--- config.mk ---
export PLATFORM = sky130hd
export DESIGN_NAME = bt_cmd_seq
export DESIGN_NICKNAME = d
export VERILOG_FILES = /design/src/rtl/bt_cmd_seq.sv
export SDC_FILE = /design/constraint.sdc
export NUM_CORES = 1
export LEC_CHECK = 0
export CAP_MARGIN = 20
export CELL_PAD_IN_SITES_DETAIL_PLACEMENT = 2
export CELL_PAD_IN_SITES_GLOBAL_PLACEMENT = 2
export CORE_AREA = 2 2 91 93
export DETAILED_ROUTE_END_ITERATION = 8
export DIE_AREA = 0 0 93 95
export HOLD_SLACK_MARGIN = 0.05
export PLACE_DENSITY = 0.89
export SLEW_MARGIN = 20
export SYNTH_ARGS = -nofsm -noshare
export SYNTH_HDL_FRONTEND = slang
export SYNTH_SLANG_ARGS = --single-unit
--- constraint.sdc ---
create_clock -name clk -period 4.2 [get_ports clk]
set_input_delay 0.42 -clock clk [delete_from_list [all_inputs] [get_ports clk]]
set_output_delay 0.42 -clock clk [all_outputs]
set_load 0.03 [all_outputs]
--- src/rtl/bt_cmd_seq.sv ---
// rtl/bt_cmd_seq.sv - BT module command sequencer: power-up delay, banner wait, init commands, button commands.
module bt_cmd_seq #(
  parameter int WAIT_W    = 17,
  parameter int TMO_W     = 20,
  parameter int MAX_RETRY = 2,
  parameter int N_INIT    = 2,
  parameter int N_BTN     = 2,
  parameter logic [5*N_INIT-1:0] INIT_START = {5'd6, 5'd0},
  parameter logic [4*N_INIT-1:0] INIT_LEN   = {4'd10, 4'd6},
  parameter logic [5*N_BTN-1:0]  BTN_START  = {5'd20, 5'd16},
  parameter logic [4*N_BTN-1:0]  BTN_LEN    = {4'd4, 4'd4}
) (
  input  logic             clk,
  input  logic             rst,
  input  logic [N_BTN-1:0] btn_rls,
  input  logic             resp_rcvd,
  output logic             send,
  output logic [4:0]       cmd_start,
  output logic [3:0]       cmd_len,
  output logic             cmd_n,
  output logic             ready,
  output logic             err,
  output logic             drop
);

  typedef enum logic [2:0] {PWRUP, BANNER, ISSUE, WRESP, IDLE, ERR} state_t;

  localparam logic [2:0] MAX_R     = 3'(MAX_RETRY);
  localparam logic [2:0] LAST_INIT = 3'(N_INIT - 1);

  state_t            state;
  logic [WAIT_W-1:0] pwr_cnt;
  logic [TMO_W-1:0]  tmo_cnt;
  logic [2:0]        idx;
  logic [2:0]        retry;
  logic              from_btn;

  logic [2:0] btn_sel;
  logic       btn_found;
  logic       btn_extra;

  function automatic logic [4:0] start_of(input logic btn, input logic [2:0] i);
    if (btn) return BTN_START[5*int'(i) +: 5];
    else     return INIT_START[5*int'(i) +: 5];
  endfunction

  function automatic logic [3:0] len_of(input logic btn, input logic [2:0] i);
    if (btn) return BTN_LEN[4*int'(i) +: 4];
    else     return INIT_LEN[4*int'(i) +: 4];
  endfunction

  // Lowest set channel wins; any further set bit is reported as discarded.
  always_comb begin
    btn_sel   = 3'd0;
    btn_found = 1'b0;
    btn_extra = 1'b0;
    for (int i = 0; i < N_BTN; i++) begin
      if (btn_rls[i]) begin
        if (btn_found) begin
          btn_extra = 1'b1;
        end else begin
          btn_sel   = 3'(i);
          btn_found = 1'b1;
        end
      end
    end
  end

  always_ff @(posedge clk) begin
    if (rst) begin
      state     <= PWRUP;
      pwr_cnt   <= '0;
      tmo_cnt   <= '0;
      idx       <= 3'd0;
      retry     <= 3'd0;
      from_btn  <= 1'b0;
      send      <= 1'b0;
      cmd_start <= 5'd0;
      cmd_len   <= 4'd0;
      cmd_n     <= 1'b1;
      ready     <= 1'b0;
      err       <= 1'b0;
      drop      <= 1'b0;
    end else begin
      send      <= 1'b0;
      cmd_start <= 5'd0;
      cmd_len   <= 4'd0;
      drop      <= (state == IDLE) ? btn_extra : btn_found;

      case (state)
        PWRUP: begin
          if (&pwr_cnt) begin
            state   <= BANNER;
            cmd_n   <= 1'b0;
            tmo_cnt <= '0;
          end else begin
            pwr_cnt <= pwr_cnt + WAIT_W'(1);
          end
        end
        BANNER: begin
          if (resp_rcvd) begin
            state     <= ISSUE;
            idx       <= 3'd0;
            from_btn  <= 1'b0;
            send      <= 1'b1;
            cmd_start <= start_of(1'b0, 3'd0);
            cmd_len   <= len_of(1'b0, 3'd0);
          end else if (&tmo_cnt) begin
            state <= ERR;
            err   <= 1'b1;
          end else begin
            tmo_cnt <= tmo_cnt + TMO_W'(1);
          end
        end
        ISSUE: begin
          tmo_cnt <= '0;
          state   <= WRESP;
        end
        WRESP: begin
          // A response arriving on the timeout cycle still counts.
          if (resp_rcvd) begin
            retry <= 3'd0;
            if (!from_btn && idx < LAST_INIT) begin
              idx       <= idx + 3'd1;
              state     <= ISSUE;
              send      <= 1'b1;
              cmd_start <= start_of(1'b0, idx + 3'd1);
              cmd_len   <= len_of(1'b0, idx + 3'd1);
            end else begin
              state <= IDLE;
              ready <= 1'b1;
            end
          end else if (&tmo_cnt) begin
            if (retry < MAX_R) begin
              retry     <= retry + 3'd1;
              state     <= ISSUE;
              send      <= 1'b1;
              cmd_start <= start_of(from_btn, idx);
              cmd_len   <= len_of(from_btn, idx);
            end else begin
              state <= ERR;
              err   <= 1'b1;
            end
          end else begin
            tmo_cnt <= tmo_cnt + TMO_W'(1);
          end
        end
        IDLE: begin
          if (btn_found) begin
            from_btn  <= 1'b1;
            idx       <= btn_sel;
            state     <= ISSUE;
            ready     <= 1'b0;
            send      <= 1'b1;
            cmd_start <= start_of(1'b1, btn_sel);
            cmd_len   <= len_of(1'b1, btn_sel);
          end
        end
        ERR: begin
          state <= ERR;
        end
        default: begin
          state <= PWRUP;
        end
      endcase
    end
  end

endmodule

# Word level (Yosys, flattened, before mapping)
# Index checks and enable logic that the tools add are counted.
[totals]
register_bits = 61
inputBits = 5
output_inout_bits = 14
word_cells = 136
[op_classes]
n_addsub = 4
multipliers = 3
n_lt_le_gt_ge = 2
n_eq_ne = 20
n_shift = 8
mux = 63
bitwise = 1
n_reduce_logical = 22
[op_table]
columns = ["operator", "n"]
rows = [
  ["indexed part select 10 x 32 -> 5 bit, first input constant", 2],
  ["2-to-1 mux 20 bit", 3],
  ["case mux 20 bit (3 select lines)", 1],
  ["2-to-1 mux 3 bit", 16],
  ["indexed part select 8 x 6 -> 4 bit, first input constant", 4],
  ["2-to-1 mux 5 bit", 6],
  ["inequality test 2 bit, second input constant", 13],
  ["2-to-1 mux 4 bit", 6],
  ["2-to-1 mux 1 bit", 23],
  ["adder 20 x 1 -> 20 bit, second input constant", 1],
  ["AND reduction 20 bit", 1],
  ["indexed part select 10 x 7 -> 5 bit, first input constant", 2],
  ["multiplier 3 x 3 -> 6 bit, first input constant", 3],
  ["case mux 3 bit (6 select lines)", 1],
  ["AND reduction 18 bit", 1],
  ["adder 17 x 1 -> 17 bit, second input constant", 1],
  ["AND reduction 17 bit", 1],
  ["case mux 4 bit (3 select lines)", 1],
  ["AND reduction 4 bit", 3],
  ["case mux 5 bit (2 select lines)", 1],
  ["nonzero test 2 bit", 5],
  ["case mux 3 bit (3 select lines)", 1],
  ["adder 3 x 1 -> 3 bit, second input constant", 2],
  ["== test 3 x 2 -> 1 bit, second input constant", 2],
  ["17 further kinds", 23],
]

# Longest topological paths before layout
# Gate-level depths: netlist of run 1.
[logic_depth]
ltp_word = 7
ltp_mapped = 11

# Worst setup path after synthesis of run 1
# OpenSTA, ideal clock, no wires.
[synth_path]
path_kind = "reg2reg"
startpoint = "register pwr_cnt[5]"
endpoint = "register tmo_cnt[13]"
setup_ps = 70
arrival_time_ps = 2436
required_ps = 4130
setup_slack_ps = 1694
stages_incl_launch_ff = 11
path_buffers = 1
period_less_slack_ps = 2506
cell_sequence = "dfxtp_1 and4_1 nand3_1 nor3_1 ha_1 or2_1 a22oi_1 a21o_1 buf_2 or3_1 a21oi_1"
[synth_between]
elab_chain_len = 3
[synth_rtl]
columns = ["item", "line", "source"]
rows = [
  ["from (decl)", "32", "logic [WAIT_W-1:0] pwr_cnt;"],
  ["from (signal assigned)", "97", "pwr_cnt <= pwr_cnt + WAIT_W'(1);"],
  ["AND reduction 17 bit", "92", "if (&pwr_cnt) begin"],
  ["inequality test 2 bit (no line)", "-", ""],
  ["AND reduction 4 bit (no line)", "-", ""],
  ["to (signal assigned)", "112", "tmo_cnt <= tmo_cnt + TMO_W'(1);"],
  ["to (signal assigned)", "145", "tmo_cnt <= tmo_cnt + TMO_W'(1);"],
  ["to (decl)", "33", "logic [TMO_W-1:0] tmo_cnt;"],
]
# Every way passes these cells.
# A chain may end at the register's enable or synchronous reset.

# Final worst setup path of run 1
# Ends and elaborated chain as after synthesis.

==> impl_metrics.ini, run 1 <==
[outcome]
outcome = finished, final reports clean

[cts]
cts.sink_count = 58
hold_buffers = 0
cts_buffers = 9
root_buffer = sky130_fd_sc_hd__clkbuf_8
clk_latency_ns = 0.34
clk_pin_slew_ns = 0.07
tritoncts = built
post_cts.resized_instances = 0
post-cts-setup-buffers = 0
clk_path_buf_depth = 2
clock_tree.htree_level_count = 3

[layout]
drive_gt1_share_pct = 8.49
final_net_count = 370
num-fill-cells = 904
multi_input_comb_area_sq_mm = 0.00162
storage_element_area_sq_mm = 0.00116
area_delta_synth_final_pct = 14.9
layout.cells.most_common_list = sky130_fd_sc_hd__dfxtp_1 (58), sky130_fd_sc_hd__nor2_1 (44), sky130_fd_sc_hd__nand2_1 (30)
antenna_cells = 0
layout.cells.most_common = sky130_fd_sc_hd__dfxtp_1

[min_path]
number_of_instances_on_the_worst_hold_path = 1
worstHoldPathType = reg2reg

[sta]
setup_viol = 0
slew-limit-headroom_pct = 32.1
finalMaxSlewViolations = 0
period_minus_slack_ns = 3.01
report.final.hold_viol_count = 0
worst_slew_pin_slew_ns = 1.02
worst_clock_skew_ns = 0.0108
finalCritPeriodShare_pct = 71.6
rsz_0062_raised_after_global_routing = false
fin_tns_setup_ns = 0
fmax_ghz = 0.332

[synthesis]
synthDistinctLibCells = 56
syn-mean-instance-area_sq_um = 8.31
yosys_most_used_dff = sky130_fd_sc_hd__dfxtp_1
synth_sequential_area_ratio_pct = 40.0
synthesis.area_sq_mm = 0.00290
synth_top_cell_area_share_pct = 40.0
post_synth_main_area_contributors = sky130_fd_sc_hd__dfxtp_1 (40%), sky130_fd_sc_hd__nor2_1 (5.7%), sky130_fd_sc_hd__a21oi_1 (5.0%)
synth_warnings = 0
yosys.area.top_type = sky130_fd_sc_hd__dfxtp_1
edff_count_synth = 0
syn-instance-count = 349
ys_seq_elements = 58
synth-async-reset-ratio_pct = 0

[setup_path]
worstSetupPathType = reg2reg
crit_path_end_kind = flip-flop
timing.reg2reg.worst_path_depth = 9
worst_ep_arrival_time_ns = 3.27
worst-endpoint-required_ns = 4.46
path_max_fanout = 12
crit_path_start_kind = flip-flop

[global_route]
track_usage_pct = 21.2
grt_pass1_wl_um = 14600
pin_count_of_the_biggest_net_entering_global_routing = 50
antenna_found_initial = 0
grt_remaining_overflow = 0
grt_pass1_vias = 2870

[drt]
first_pass_iters = 4
detail_route.wl_per_cell_um = 18.9
totalWireLength_um = 8870
postRouteAntennaNets = 0
num_vias = 2681
route.detailed.drc = 0
routed_via_density = 5.70
drt_iter0_drc = 67

[floorplanning]
rows = 33
die-area_sq_mm = 0.00884
pin_count = 19
initial_utilization_pct = 36.6
die-height_um = 95
fp.coreArea_sq_mm = 0.00793
horizontal_extent_of_the_die_um = 93

[pwr]
worst_ir_drop_vdd_mv = 0.173
total_power_uw = 1580
p_leak_uw = 0.00112
power_density_mw_per_mm2 = 473

[flow_run]
maxCapViolCount = 0

[placed_design]
place_congestion = 0.785
io_buffer_count = 15
place.detailed.hpwl_um = 6140
[area by class of cell]
type | count | share of cell area [%]
inverters | 10 | 1.13
multi-input cells | 264 | 48.7
well taps | 105 | 3.94
clock buffers | 11 | 4.24
clock inverters | 5 | 2.33
repair buffers | 17 | 4.81
flip-flops and latches | 58 | 34.8
[where the power goes]
part / internal (uW) / switching (uW) / total (uW)
registers: 579 / 55.5 / 634
clock network: 348 / 233 / 582
logic: 120 / 240 / 360
total: 1050 / 529 / 1580
[synth_stat cells, types with 7 or more instances]
cell	instances
sky130_fd_sc_hd__nand3_1	15
sky130_fd_sc_hd__clkbuf_1	9
sky130_fd_sc_hd__o21ai_0	10
sky130_fd_sc_hd__or3_1	7
sky130_fd_sc_hd__nor3_1	17
sky130_fd_sc_hd__nor2_1	44
sky130_fd_sc_hd__nand2_1	30
sky130_fd_sc_hd__xnor2_1	11
sky130_fd_sc_hd__nand4_1	7
sky130_fd_sc_hd__inv_1	10
sky130_fd_sc_hd__and3_1	7
sky130_fd_sc_hd__a21oi_1	29
sky130_fd_sc_hd__dfxtp_1	58
[flip-flops by register name, indices dropped and copies added, names as in the netlist]
register and count:
tmo_cnt 20, pwr_cnt 17, cmd_len 3, cmd_start 3, idx 3, retry 3, state 3, cmd_n 1
drop 1, err 1, from_btn 1, ready 1, send 1
[stage by stage]
stage | area, sq um | instances | hold slack (ns) | worst slack (ns) | util, %
after global routing | 3330 | 470 | 0.498 | 0.937 | 42.0
after floorplan | 2910 | 351 | 0.449 | 1.69 | -
final | 3330 | 470 | 0.469 | 1.19 | 42.0
after CTS | 3330 | 470 | 0.478 | 1.16 | 42.0
after detailed placement | 3110 | 454 | 0.454 | 1.21 | 39.3
after global placement | 3110 | 454 | 0.453 | 1.44 | 39.3
[logic make-up (layout without fill, tap and decap cells)]
logic type | after synthesis | count (layout) | synth area share (%)
AND/OR/NAND/NOR | 161 | 161 | 29.6
AO/OA/AOI/OAI | 76 | 76 | 17.9
flip-flops | 58 | 58 | 40.0
buffers and inverters | 29 | 43 | 4.27
XOR/XNOR | 16 | 16 | 4.83
adder cells (fa/ha/maj) | 5 | 5 | 2.16
multiplexers | 3 | 3 | 1.08
other | 1 | 3 | 0.129
[critical path: stages, from the launching register on]
cell and delay (ns):
sky130_fd_sc_hd__dfxtp_1 0.41, sky130_fd_sc_hd__and4_1 0.23, sky130_fd_sc_hd__nand3_1 0.21, sky130_fd_sc_hd__nor3_1 0.36, sky130_fd_sc_hd__ha_1 0.33, sky130_fd_sc_hd__or2_1 0.24
sky130_fd_sc_hd__a22oi_1 0.21, sky130_fd_sc_hd__a21o_1 0.35, sky130_fd_sc_hd__or3_1 0.41, sky130_fd_sc_hd__a21oi_1 0.18
[per-layer routing]
metal | routed length (um) | share of wire (%) | track usage, %
met3 | 220 | 2.5 | 4.79
met4 | 112 | 1.3 | 6.25
met1 | 3910 | 44 | 23.7
met2 | 4630 | 52 | 39.9
met5 | 0 | 0 | 0
[final timing paths]
path              start          end  slack [ns]
min               cmd_n        cmd_n        0.47
min reg2reg       cmd_n        cmd_n        0.47
max          pwr_cnt[5]  tmo_cnt[13]        1.19
max reg2reg  pwr_cnt[5]  tmo_cnt[13]        1.19
No activity file was read; power rests on OpenSTA's default activity.
==> inputs of run 2 (changes only) <==
--- a/config.mk
+++ b/config.mk
@@ -8,11 +8,11 @@
 export CAP_MARGIN = 20
 export CELL_PAD_IN_SITES_DETAIL_PLACEMENT = 2
 export CELL_PAD_IN_SITES_GLOBAL_PLACEMENT = 2
-export CORE_AREA = 2 2 91 93
+export CORE_AREA = 2 2 93 95
 export DETAILED_ROUTE_END_ITERATION = 8
-export DIE_AREA = 0 0 93 95
+export DIE_AREA = 0 0 95 97
 export HOLD_SLACK_MARGIN = 0.05
-export PLACE_DENSITY = 0.89
+export PLACE_DENSITY = 0.86
 export SLEW_MARGIN = 20
 export SYNTH_ARGS = -nofsm -noshare
 export SYNTH_HDL_FRONTEND = slang
==> constraint.sdc (replaced) <==
create_clock -name clk -period 3.1 [get_ports clk]
set_input_delay 0.31 -clock clk [delete_from_list [all_inputs] [get_ports clk]]
set_output_delay 0.31 -clock clk [all_outputs]
set_load 0.03 [all_outputs]
==> impl_metrics.ini, run 2 (synthesized netlist as in run 1, its figures left out) <==
[setup_path]
worst_path_largest_cell_delay_ns = 0.43
worst-endpoint-required_ns = 3.35
crit_chain = and4_1 > nand3_2 > nor3_2 > ha_1 > or2_1 > a22oi_1 > a21o_2 > o31a_1 > o21a_1
path_max_fanout = 12
crit_path_start_kind = flip-flop
crit_path_end_kind = flip-flop
worst_ep_arrival_time_ns = 3.05
worstSetupPathType = reg2reg
critical_path.slowest_cell = sky130_fd_sc_hd__dfxtp_1

[layout]
postLayoutCellArea_sq_mm = 0.00339
layout.cells.most_common = sky130_fd_sc_hd__dfxtp_1
layout.cells.most_common_list = sky130_fd_sc_hd__dfxtp_1 (58), sky130_fd_sc_hd__nor2_1 (44), sky130_fd_sc_hd__nand2_1 (30)
area_delta_synth_final_pct = 17.0
final_net_count = 376
largest_register_ffs = 20
num-fill-cells = 916
drive_gt1_share_pct = 11.1
finalCoreUtilization_pct = 41.7
antenna_cells = 0
largest-register = tmo_cnt
top_regs = tmo_cnt (20), pwr_cnt (17)

[floorplanning]
rows = 33
pin_count = 19
die-area_sq_mm = 0.00922
initial_utilization_pct = 35.7
fp.coreArea_sq_mm = 0.00813
horizontal_extent_of_the_die_um = 95
die-height_um = 97

[global_route]
grt_pass1_wl_um = 15400
grt_remaining_overflow = 0
grt_pass1_vias = 3040
pin_count_of_the_biggest_net_entering_global_routing = 33
track_usage_pct = 21.6
antenna_found_initial = 0

[cts]
cts_buffers = 9
root_buffer = sky130_fd_sc_hd__clkbuf_8
clk_latency_ns = 0.35
tritoncts = built
clock_tree.htree_level_count = 3
cts.sink_count = 58
clk_pin_slew_ns = 0.08
clk_path_buf_depth = 2

[drt]
num_vias = 2741
detail_route.wl_per_cell_um = 19.7
first_pass_iters = 4
routed_via_density = 5.76
drt_iter0_drc = 54
route.detailed.drc = 0
totalWireLength_um = 9390
postRouteAntennaNets = 0

[sta]
finalCritPeriodShare_pct = 90.2
report.final.hold_viol_count = 0
fmax_ghz = 0.358
fin_tns_setup_ns = 0
slew-limit-headroom_pct = 53.2
finalMaxSlewViolations = 0
period_minus_slack_ns = 2.80
rsz_0062_raised_after_global_routing = false
setup_viol = 0
worst_clock_skew_ns = 0.0140
worst_slew_pin_slew_ns = 0.702

[placed_design]
io_buffer_count = 15
placement.cell_area_sq_mm = 0.00316
place_congestion = 0.760
place.detailed.hpwl_um = 6540

[min_path]
worstHoldPathType = reg2reg

[flow_run]
maxCapViolCount = 0

[pwr]
worst_ir_drop_vdd_mv = 0.251
p_leak_uw = 0.00114
total_power_uw = 2170
power_density_mw_per_mm2 = 639

[outcome]
outcome = finished, final reports clean
run 2: changes by cell type in the layout (fill, tap and decap cells not counted), sizes merged:
| cell | delta |
|---|---|
| clkbuf | -1 |
| buf | +6 |
| clkinv | -1 |
| clkinvlp | +2 |
run 2: where the power goes:
part / switching [uW] / total (uW) / leakage (uW) / internal, uW
combinational: 357 / 541 / 0.000572 / 185
sequential: 51.8 / 835 / 0.000468 / 784
clock: 337 / 790 / 0.0000987 / 454
total: 745 / 2170 / 0.00114 / 1420
run 2: cell type report:
class	count	area, sq um	share of cell area [%]
Multi-Input combinational cell	264	1640	48.3
Sequential cell	58	1160	34.2
Timing Repair Buffer	23	205	6.05
Tap cell	105	131	3.87
Clock buffer	10	128	3.76
Clock inverter	6	91.3	2.69
Inverter	10	37.5	1.11
run 2: worst max-delay path, delay by kind of cell (launching register included):
| family | cells | cell delay [ns] |
|---|---|---|
| AOI/OAI and AO/OA | 4 | 1.04 |
| DFF | 1 | 0.43 |
| adders and majority gates | 1 | 0.27 |
| and+or+nand+nor | 4 | 0.94 |
run 2: routing by layer:
| layer | up-vias | part of all wire [%] | global-route usage (%) | wire [um] |
|---|---|---|---|---|
| li1 | 1298 | - | - | - |
| met4 | 0 | 2.8 | 10.3 | 264 |
| met3 | 26 | 2.7 | 4.75 | 257 |
| met1 | 1371 | 43 | 24.8 | 4010 |
| met2 | 46 | 52 | 37.4 | 4860 |
| met5 | - | 0 | 0 | 0 |
run 2: final timing paths:
path,from,to,cells past startpoint,slack [ns]
setup / recovery,pwr_cnt[5],tmo_cnt[19],9,0.30
hold / removal,pwr_cnt[1],pwr_cnt[1],2,0.48
setup reg to reg,pwr_cnt[5],tmo_cnt[19],9,0.30
hold reg to reg,pwr_cnt[1],pwr_cnt[1],2,0.48
run 2: what timing repair did:
action                                  in CTS  in global routing
endpoints found under the setup margin       0                 13
setup buffers                                0                  0
hold buffers                                 0                  0
resized for setup                            0                  3
run 2: per-stage QoR:
stage,hold slack [ns],setup WS [ns],cells
2_1_floorplan,0.446,0.594,351
3_3_place_gp,0.453,0.340,460
3_5_place_dp,0.475,0.165,460
4_1_cts,0.485,0.0611,476
5_1_grt,0.513,0.0443,476
6_report,0.482,0.304,476
==> inputs of run 3 (changes only) <==
==> constraint.sdc (replaced) <==
create_clock -name clk -period 2.7 [get_ports clk]
set_input_delay 0.27 -clock clk [delete_from_list [all_inputs] [get_ports clk]]
set_output_delay 0.27 -clock clk [all_outputs]
set_load 0.03 [all_outputs]
==> impl_metrics.ini, run 3 (synthesized netlist as in run 1, its figures left out) <==
[min_path]
worstHoldPathType = in2reg
timing.hold.worst.start = rst
holdPathEnd = idx[0]
number_of_instances_on_the_worst_hold_path = 2

[pwr]
power_density_mw_per_mm2 = 690
share_seq_of_total_power_pct = 41.4
p_comb_share_pct = 27.3
intPower_uw = 1540
total_power_uw = 2390
worst_ir_drop_vdd_mv = 0.334
sw_frac_of_total_pct = 35.4
p_leak_uw = 0.00119
power.share.clock_pct = 31.3
power.net_switching_uw = 846

[setup_path]
timing.reg2reg.worst_path_depth = 11
crit_path_end_kind = flip-flop
worstSetupPathType = reg2reg
worst_path_largest_cell_delay_ns = 0.39
setup.reg_to_reg.worst_slack_ns = 0.07
worstSetupStartpoint = pwr_cnt[0]
critical_path.slowest_cell = sky130_fd_sc_hd__or3_4
regToRegEndpoint = tmo_cnt[13]
crit_path_start_kind = flip-flop
timing.rr.start = pwr_cnt[0]
crit_chain = ha_2 > and3_4 > nand3_1 > nor3_4 > ha_4 > or2_4 > a2111oi_4 > buf_4 > a21o_2 > or3_4 > a21oi_2
worst_ep_arrival_time_ns = 2.90
worst-endpoint-required_ns = 2.97
path_max_fanout = 5

[layout]
num-fill-cells = 899
layout.cells.most_common_list = sky130_fd_sc_hd__dfxtp_1 (56), sky130_fd_sc_hd__nor2_1 (44), sky130_fd_sc_hd__nand2_1 (30)
finalCoreUtilization_pct = 42.6
top_regs = tmo_cnt (20), pwr_cnt (17)
area_delta_synth_final_pct = 19.5
instances_no_fill = 484
largest_register_ffs = 20
layout.cells.most_common = sky130_fd_sc_hd__dfxtp_1
drive_gt1_share_pct = 15.0
final_net_count = 386
antenna_cells = 0
largest-register = tmo_cnt

[sta]
worst_slew_pin_slew_ns = 0.746
slew-limit-headroom_pct = 49.6
period_minus_slack_ns = 2.63
fin_ws_ns = 0.0721
finalCritPeriodShare_pct = 97.3
fmax_ghz = 0.381
report.final.hold_viol_count = 0
finalMaxSlewViolations = 0
worst_clock_skew_ns = 0.0124
setup_viol = 0

[cts]
cts.sink_count = 58
clk_pin_slew_ns = 0.06
clk_path_buf_depth = 2
clk_latency_ns = 0.34
root_buffer = sky130_fd_sc_hd__clkbuf_8
clock_tree.htree_level_count = 3
tritoncts = built
cts_buffers = 9

[placed_design]
setup_ws_pre_cts_ns = -0.0702
place_congestion = 0.754
io_buffer_count = 15
place.detailed.hpwl_um = 6500
dp_cells = 467

[drt]
wl_met3_um = 199
route.detailed.drc = 0
num_vias = 2782
m1WireLength_um = 4100
detail_route.wl_per_cell_um = 19.8
first_pass_iters = 4
met2_length_um = 5050
totalWireLength_um = 9580
routed_via_density = 5.75
drt_iter0_drc = 73
routed.top_layer = met4
postRouteAntennaNets = 0

[floorplanning]
initial_utilization_pct = 35.7
rows = 33
die-height_um = 97
horizontal_extent_of_the_die_um = 95
pin_count = 19
fp.coreArea_sq_mm = 0.00813
die-area_sq_mm = 0.00922

[global_route]
grt_remaining_overflow = 0
antenna_found_initial = 0
pin_count_of_the_biggest_net_entering_global_routing = 26
grt_pass1_wl_um = 15000
track_usage_pct = 20.9
grt_pass1_vias = 3024

[outcome]
outcome = finished, final reports clean

[flow_run]
maxCapViolCount = 0
run 3: cell types whose count changed in the layout (fill, tap and decap cells not counted), sizes merged:
cell,previous run,this run
buf,9,18
bufinv,2,0
clkbuf,10,12
clkinvlp,3,1
a21o,4,5
run 3: routing by layer:
metal | track usage [%] | up-vias
li1 | - | 1322
met1 | 23.3 | 1402
met2 | 37.4 | 37
met3 | 4.83 | 21
met4 | 8.70 | 0
met5 | 0 | -
run 3: how the worst max path moves through the flow:
stage,to,slack [ns],depth (start not counted)
after global placement,tmo_cnt[19],0.1,10
after global routing,tmo_cnt[13],-0.04,11
after CTS,tmo_cnt[19],0.009,10
after detailed placement,tmo_cnt[11],-0.07,11
final,tmo_cnt[13],0.07,11
after floorplan,tmo_cnt[13],0.19,10
run 3: power by group through the flow:
stage	sequential, uW	combinational (uW)	clock, uW
after floorplan	967	416	0
after global placement	994	569	0
after detailed placement	1000	609	0
after CTS	983	618	766
after global routing	998	715	810
final	990	653	747
run 3: final cells by class:
| cell class | instances | area, sq um | area share (%) |
|---|---|---|---|
| Timing Repair Buffer | 32 | 273 | 7.87 |
| Inverter | 10 | 37.5 | 1.08 |
| Multi-Input combinational cell | 265 | 1680 | 48.6 |
| Clock buffer | 12 | 165 | 4.77 |
| Clock inverter | 2 | 12.5 | 0.361 |
| Sequential cell | 58 | 1160 | 33.6 |
| Tap cell | 105 | 131 | 3.79 |
run 3: through the flow:
step	area [sq um]	hold slack [ns]	setup TNS [ns]
2_1_floorplan	2910	0.406	0
3_3_place_gp	3210	0.457	0
3_5_place_dp	3210	0.483	-0.218
4_1_cts	3390	0.399	0
5_1_grt	3470	0.426	-0.106
6_report	3470	0.435	0
run 3: worst max-delay path: cells and delay by family, from the launching register on:
family          cells  cell delay [ns]
simple gates        5             1.15
buf+inv             1             0.18
fa+ha+maj           2             0.40
compound gates      3             0.48
flops               1             0.35
run 3: repair_timing:
action                                 in CTS  in global routing
pin swaps                                   1                  3
setup buffers                               0                  2
resized for setup                           2                 12
hold buffers                                0                  0
cloned                                      0                  1
setup endpoints to repair                  15                 20
endpoints found under the hold margin       0                  0
